### config.mk
export PLATFORM = sky130hd
export DESIGN_NAME = adder_sum_accumulator
export DESIGN_NICKNAME = d
export VERILOG_FILES = /design/src/rtl/adder_sum_accumulator.sv
export SDC_FILE = /design/constraint.sdc
export NUM_CORES = 1
export LEC_CHECK = 0
export BUFFER_PORTS_ARGS = -buffer_cell sky130_fd_sc_hd__buf_4
export CORE_MARGIN = 8
export CORE_UTILIZATION = 42
export CTS_CLUSTER_DIAMETER = 80
export DETAILED_ROUTE_END_ITERATION = 16
export GPL_TIMING_DRIVEN = 0
export PLACE_DENSITY = 0.66
export REMOVE_ABC_BUFFERS = 1
export SLEW_MARGIN = 30
export SYNTH_ARGS = -nofsm -noshare
export SYNTH_HDL_FRONTEND = slang
export SYNTH_SLANG_ARGS = --single-unit
### constraint.sdc
create_clock -name clk -period 5.6 [get_ports clk]
set_clock_uncertainty 0.05 [all_clocks]
set_input_delay 0.56 -clock clk [delete_from_list [all_inputs] [get_ports clk]]
set_output_delay 0.56 -clock clk [all_outputs]
set_load 0.03 [all_outputs]
### src/rtl/adder_sum_accumulator.sv
// Frames FRAME_LEN 4-bit adder samples into a running total and offers it on a valid/ready port.
// Define SUM_ACC_WRAP_EN to make accumulator overflow wrap modulo 2^ACC_W instead of saturating.
module adder_sum_accumulator #(
  parameter int unsigned ACC_W     = 8,
  parameter int unsigned FRAME_LEN = 8,
  parameter int unsigned CNT_W     = 4
) (
  input  logic             clk,
  input  logic             rst_n,
  input  logic             clear,
  input  logic             in_valid,
  output logic             in_ready,
  input  logic [2:0]       in_sum,
  input  logic             in_cout,
  output logic             out_valid,
  input  logic             out_ready,
  output logic [ACC_W-1:0] out_total,
  output logic [CNT_W-1:0] out_count,
  output logic             out_ovf
);

  localparam int unsigned SUM_W = ACC_W + 1;
  localparam logic [CNT_W-1:0] FRAME_CNT = CNT_W'(FRAME_LEN);

  typedef enum logic {
    ACCUM = 1'b0,
    HOLD  = 1'b1
  } state_e;

  state_e             state_q, state_d;
  logic [ACC_W-1:0]   acc_q, acc_d;
  logic [CNT_W-1:0]   count_q, count_d;
  logic               ovf_q, ovf_d;

  logic [SUM_W-1:0]   sum_ext;
  logic [CNT_W-1:0]   count_inc;

  // Extra top bit of the sum exposes the carry beyond the accumulator width.
  assign sum_ext   = {1'b0, acc_q} + SUM_W'({in_cout, in_sum});
  assign count_inc = count_q + CNT_W'(1);

  // Next-state: clear beats everything, then per-state accept / hand-off.
  always_comb begin
    state_d = state_q;
    acc_d   = acc_q;
    count_d = count_q;
    ovf_d   = ovf_q;
    if (clear) begin
      state_d = ACCUM;
      acc_d   = '0;
      count_d = '0;
      ovf_d   = 1'b0;
    end else begin
      case (state_q)
        ACCUM: begin
          if (in_valid) begin
            count_d = count_inc;
            if (sum_ext[ACC_W]) begin
              ovf_d = 1'b1;
`ifdef SUM_ACC_WRAP_EN
              acc_d = sum_ext[ACC_W-1:0];
`else
              acc_d = '1;
`endif
            end else begin
              acc_d = sum_ext[ACC_W-1:0];
            end
            if (count_inc == FRAME_CNT) begin
              state_d = HOLD;
            end
          end
        end
        HOLD: begin
          if (out_ready) begin
            state_d = ACCUM;
            acc_d   = '0;
            count_d = '0;
            ovf_d   = 1'b0;
          end
        end
        default: state_d = ACCUM;
      endcase
    end
  end

  always_ff @(posedge clk or negedge rst_n) begin
    if (!rst_n) begin
      state_q <= ACCUM;
      acc_q   <= '0;
      count_q <= '0;
      ovf_q   <= 1'b0;
    end else begin
      state_q <= state_d;
      acc_q   <= acc_d;
      count_q <= count_d;
      ovf_q   <= ovf_d;
    end
  end

  // Handshake and result outputs come straight from flops; no input-to-output paths.
  assign in_ready  = (state_q == ACCUM);
  assign out_valid = (state_q == HOLD);
  assign out_total = acc_q;
  assign out_count = count_q;
  assign out_ovf   = ovf_q;

endmodule

**Word level (Yosys, flattened, before mapping)**

Cells that the tools add are included.

- Register bits after elaboration: 14
- Input bits: 9
- Output and inout port bits: 15
- Logic and storage cells: 32

- Add/subtract/negate cells: 2
- Equality and inequality tests: 4
- Multiplexer cells: 19
- Bitwise operators: 1
- Reductions and logical operators: 2

Operators with widths:

| operator | number |
|---|---|
| $mux W8 | 4 |
| $pmux W8 S2 | 1 |
| $mux W4 | 3 |
| $add A8 B4 Y9 | 1 |
| $mux W1 | 8 |
| $pmux W4 S2 | 1 |
| $ne A3 B3 Y1 const B | 2 |
| $add A4 B1 Y4 const B | 1 |
| $eq A4 B4 Y1 const B | 1 |
| $pmux W1 S2 | 2 |
| $ne A3 B2 Y1 const B | 1 |
| $reduce_and A3 Y1 | 1 |
| $reduce_and A2 Y1 | 1 |
| $not A1 Y1 | 1 |

**Longest topological paths before layout**

- Word-level depth: 6
- Gate-level depth with buffers: 6
- Depth with buffers taken out: 6

**Worst setup path after synthesis**

OpenSTA, ideal clock, no wires.

- Path kind: input -> register
- From: in in_sum[0]
- To: reg acc_q[7], in the netlist out_total[7]
- Library setup time: 0.120 ns
- Arrival time: 1.822 ns
- Required time: 5.430 ns
- Path slack: 3.608 ns
- Stages on the path: 6
- Buffers on the path: 0
- Path through: ha_1 -> fa_1 -> a211oi_1 -> or2_1 -> nand4_1 -> o211a_1

- Longest elaborated chain between the ends: 5

Ends and longest elaborated chain:

| item | RTL line | source |
|---|---|---|
| from (decl) | 13 | `input logic [2:0] in_sum,` |
| $add A8 B4 Y9 | 39 | `assign sum_ext = {1'b0, acc_q} + SUM_W'({in_cout, in_sum});` |
| $mux W8 | 58 | `if (sum_ext[ACC_W]) begin` |
| $mux W8 | 56 | `if (in_valid) begin` |
| $pmux W8 S2 | 54 | `case (state_q)` |
| $mux W8 | 48 | `if (clear) begin` |
| to (signal assigned) | 89 | `acc_q <= '0;` |
| to (signal assigned) | 94 | `acc_q <= acc_d;` |
| to (decl) | 31 | `logic [ACC_W-1:0] acc_q, acc_d;` |

Every way passes these cells. The select of a mux whose other input is x is not followed.
A chain may end at the register's enable or synchronous reset.

**Final worst setup path**

- From: reg acc_q[0], in the netlist out_total[0]
- To: reg acc_q[2], in the netlist out_total[2]

- Longest elaborated chain between the ends: 5

Ends and longest elaborated chain:

| item | RTL line |
|---|---|
| $add A8 B4 Y9 | 39 |
| $mux W8 | 58 |
| $mux W8 | 56 |
| $pmux W8 S2 | 54 |
| $mux W8 | 48 |

Every way passes these cells. The select of a mux whose other input is x is not followed.

==> out/summary.txt <==
maxcap violations = 0
worst-path cell chain = ha_1, fa_1, a211oi_1, nor3b_2, o21ai_0, nand2_1
P_leak = 0.566 nW
# setup viols final = 0
total negative slack = 0 ns
area growth from synthesis to layout = 26.7%
crit path DAT = 2.11 ns
All-Layer GR Usage = 12.1%
Worst-Skew Late Latency = 0.29 ns
initial DRC count = 26
Post-CTS Resized = 0
CTS Buffer Depth = 2
Net Sw Frac = 30.2%
I/O pins = 24
commonest cells in the synthesized netlist = 14 x dfrtp_1, 14 x nand2_1, 6 x ha_1, 6 x o21ai_0, 5 x a21oi_1
Final Max Slew Viols = 0
area leader, netlist = dfrtp_1
Final Hold Viols = 0
element type at the critical path end = flip-flop
postcts setup bufs = 0
adder-cell share of the synthesized area = 10.8%
placed cell areas = 1080 µm²
synth top area cells = dfrtp_1 40%, ha_1 8.5%, nand2_1 6.0%
Clock transition at path regs = 0.10 ns
Final min period = 1.99 ns
DIE WIDTH = 61.8 µm
total wire length = 2.12 mm
drt via density = 5.48
Flop pwr share = 46.5%
largest family of logic cells by synthesized area = simple AND/OR/NAND/NOR gates
Netlist cell types = 34
largest net degree at the start of global routing = 15
Compound-Gate Fraction of Synth Area = 22.0%
worst setup path class = reg2reg
fmax = 0.503 GHz
Overflow after GRT = 0
CTS tree = built
die area = 3820 µm²
worst hold slack = 0.0566 ns
root buf cell = clkbuf_4
Pwr Density = 214 nW/µm²
synthesized area = 882 µm²
DR vias = 789
maximum VDD drop = 0.000166 V
RSZ-0062 raised after global routing = no
clock sink count = 14
antenna diode count = 0
data required time of the critical path = 5.72 ns
# rows = 16
Clk network pwr share = 31.3%
Vert. Die Dim = 61.8 µm
Critical-path top delay cell = fa_1
Synthesis Warnings = 0
status = finished, final reports clean
Seq/Total Area, Yosys = 39.7%
drt first pass iters = 4
Switch Pwr = 72.3 µW
H-tree levels = 1
first-pass GRT wire length = 3.46 mm
Yosys reg bits = 14
Gate power share = 22.2%
layout cells sized above 1 = 27.4%
ys flop type = dfrtp_1
DP HPWL = 1.60 mm
worst slack at placement = 3.35 ns
number of global-route vias before repair = 793
Worst Max-Slew Pin Slew = 0.585 ns
Simple-Gate Fraction of Synth Area = 22.8%
Post-Synth XOR/XNOR Area = 2.98%
GP Congestion = 0.747
Final nets = 134
Synth async-reset ratio = 100%
average size of a mapped cell = 9.69 µm²
crit-path max cell delay = 0.43 ns
crit share post-route = 35.5%
Worst path top cell family by delay = adder cells
IO Port Bufs = 23
Post-synth EDFFs = 0
worst path bufs/invs = 0
total CTS buffers = 3
mux contribution to synthesized area = 0%
synthesized instance count = 91
DRC = 0
Post-DRT Antenna Nets = 0
final-layout fill cell count = 193
final instance area = 1120 µm²
antenna violations before repair = 0
crit start category = flip-flop
core area = 1980 µm²
Setup WS post-layout = 3.61 ns
CP Max Fanout = 5
Yosys top cell area share = 39.7%
Initial Utilization = 44.5%
total power = 239 µW
Slew headroom = 60.8%
Hold Path Class = in2async
WL per Instance = 14.7 µm
Hold Buf Count CTS = 0
P_int = 167 µW
-- cells in the final DEF, fill, tap and decap left out, types with 2 or more instances in the layout --
cell,instances
inv_1,2
nand3_1,3
nor3b_2,2
clkbuf_4,3
and3_1,3
nor2_1,4
a22oi_1,2
dfrtp_1,14
o21ai_1,3
xor2_1,2
a32oi_1,3
a21oi_1,5
a21o_1,3
ha_1,6
o21ai_0,6
nand2_1,14
buf_4,23
-- state kept, by name, summed over array words and instances (netlist names) --
name / flops
out_ovf: 1
out_valid: 1
out_total: 8
out_count: 4
-- logic make-up (layout without fill, tap and decap cells) --
family	after synthesis	after routing
AO/OA/AOI/OAI	29	29
flip-flops	14	14
AND/OR/NAND/NOR	35	35
adder cells (fa/ha/maj)	7	7
buffers and inverters	3	29
XOR/XNOR	3	3
-- path summary, 6_finish.rpt --
check	start	to	slack, ns	cells after the start
max	out_total[0]$_DFFE_PN0P_	out_total[2]$_DFFE_PN0P_	3.61	6
min	rst_n	out_total[7]$_DFFE_PN0P_	0.06	1
max reg2reg	out_total[0]$_DFFE_PN0P_	out_total[2]$_DFFE_PN0P_	3.61	6
min reg2reg	out_total[0]$_DFFE_PN0P_	out_total[0]$_DFFE_PN0P_	0.46	2
max in group asynchronous	rst_n	out_total[3]$_DFFE_PN0P_	5.26	1
min in group clk	clear	out_valid$_DFF_PN0_	0.42	2
-- layout make-up --
class                      count  area, µm²  share of cell area (%)
sequential                    14        350                    31.4
tap                           27       33.8                    3.02
timing repair buffer          23        173                    15.5
clock buffer                   4       36.3                    3.25
multi-input combinational     74        517                    46.2
inverter                       2       7.51                   0.672
-- power by group through the flow --
stage / clock network, mW / logic [mW] / registers [mW]
floorplan: 0 / 0.0233 / 0.122
global placement: 0 / 0.0525 / 0.113
detailed placement: 0 / 0.0535 / 0.113
CTS: 0.0778 / 0.0540 / 0.111
global route: 0.0811 / 0.0589 / 0.112
finish: 0.0750 / 0.0532 / 0.111
-- metal layers --
metal | GRT usage [%] | up-vias | part of all wire (%) | routed length [µm]
li1 | - | 394 | - | -
met1 | 14.6 | 375 | 45 | 957
met2 | 20.8 | 18 | 49 | 1040
met3 | 2.47 | 2 | 4.9 | 104
met4 | 3.90 | 0 | 0.99 | 21
met5 | 0 | - | 0 | 0
-- stage by stage --
stage                     util, %  cells
after floorplan                 -     90
after global placement       54.5    140
after detailed placement     54.5    140
after CTS                    56.4    144
after global routing         56.4    144
final                        56.4    144
Note: power is estimated with default switching activity, not from simulation.
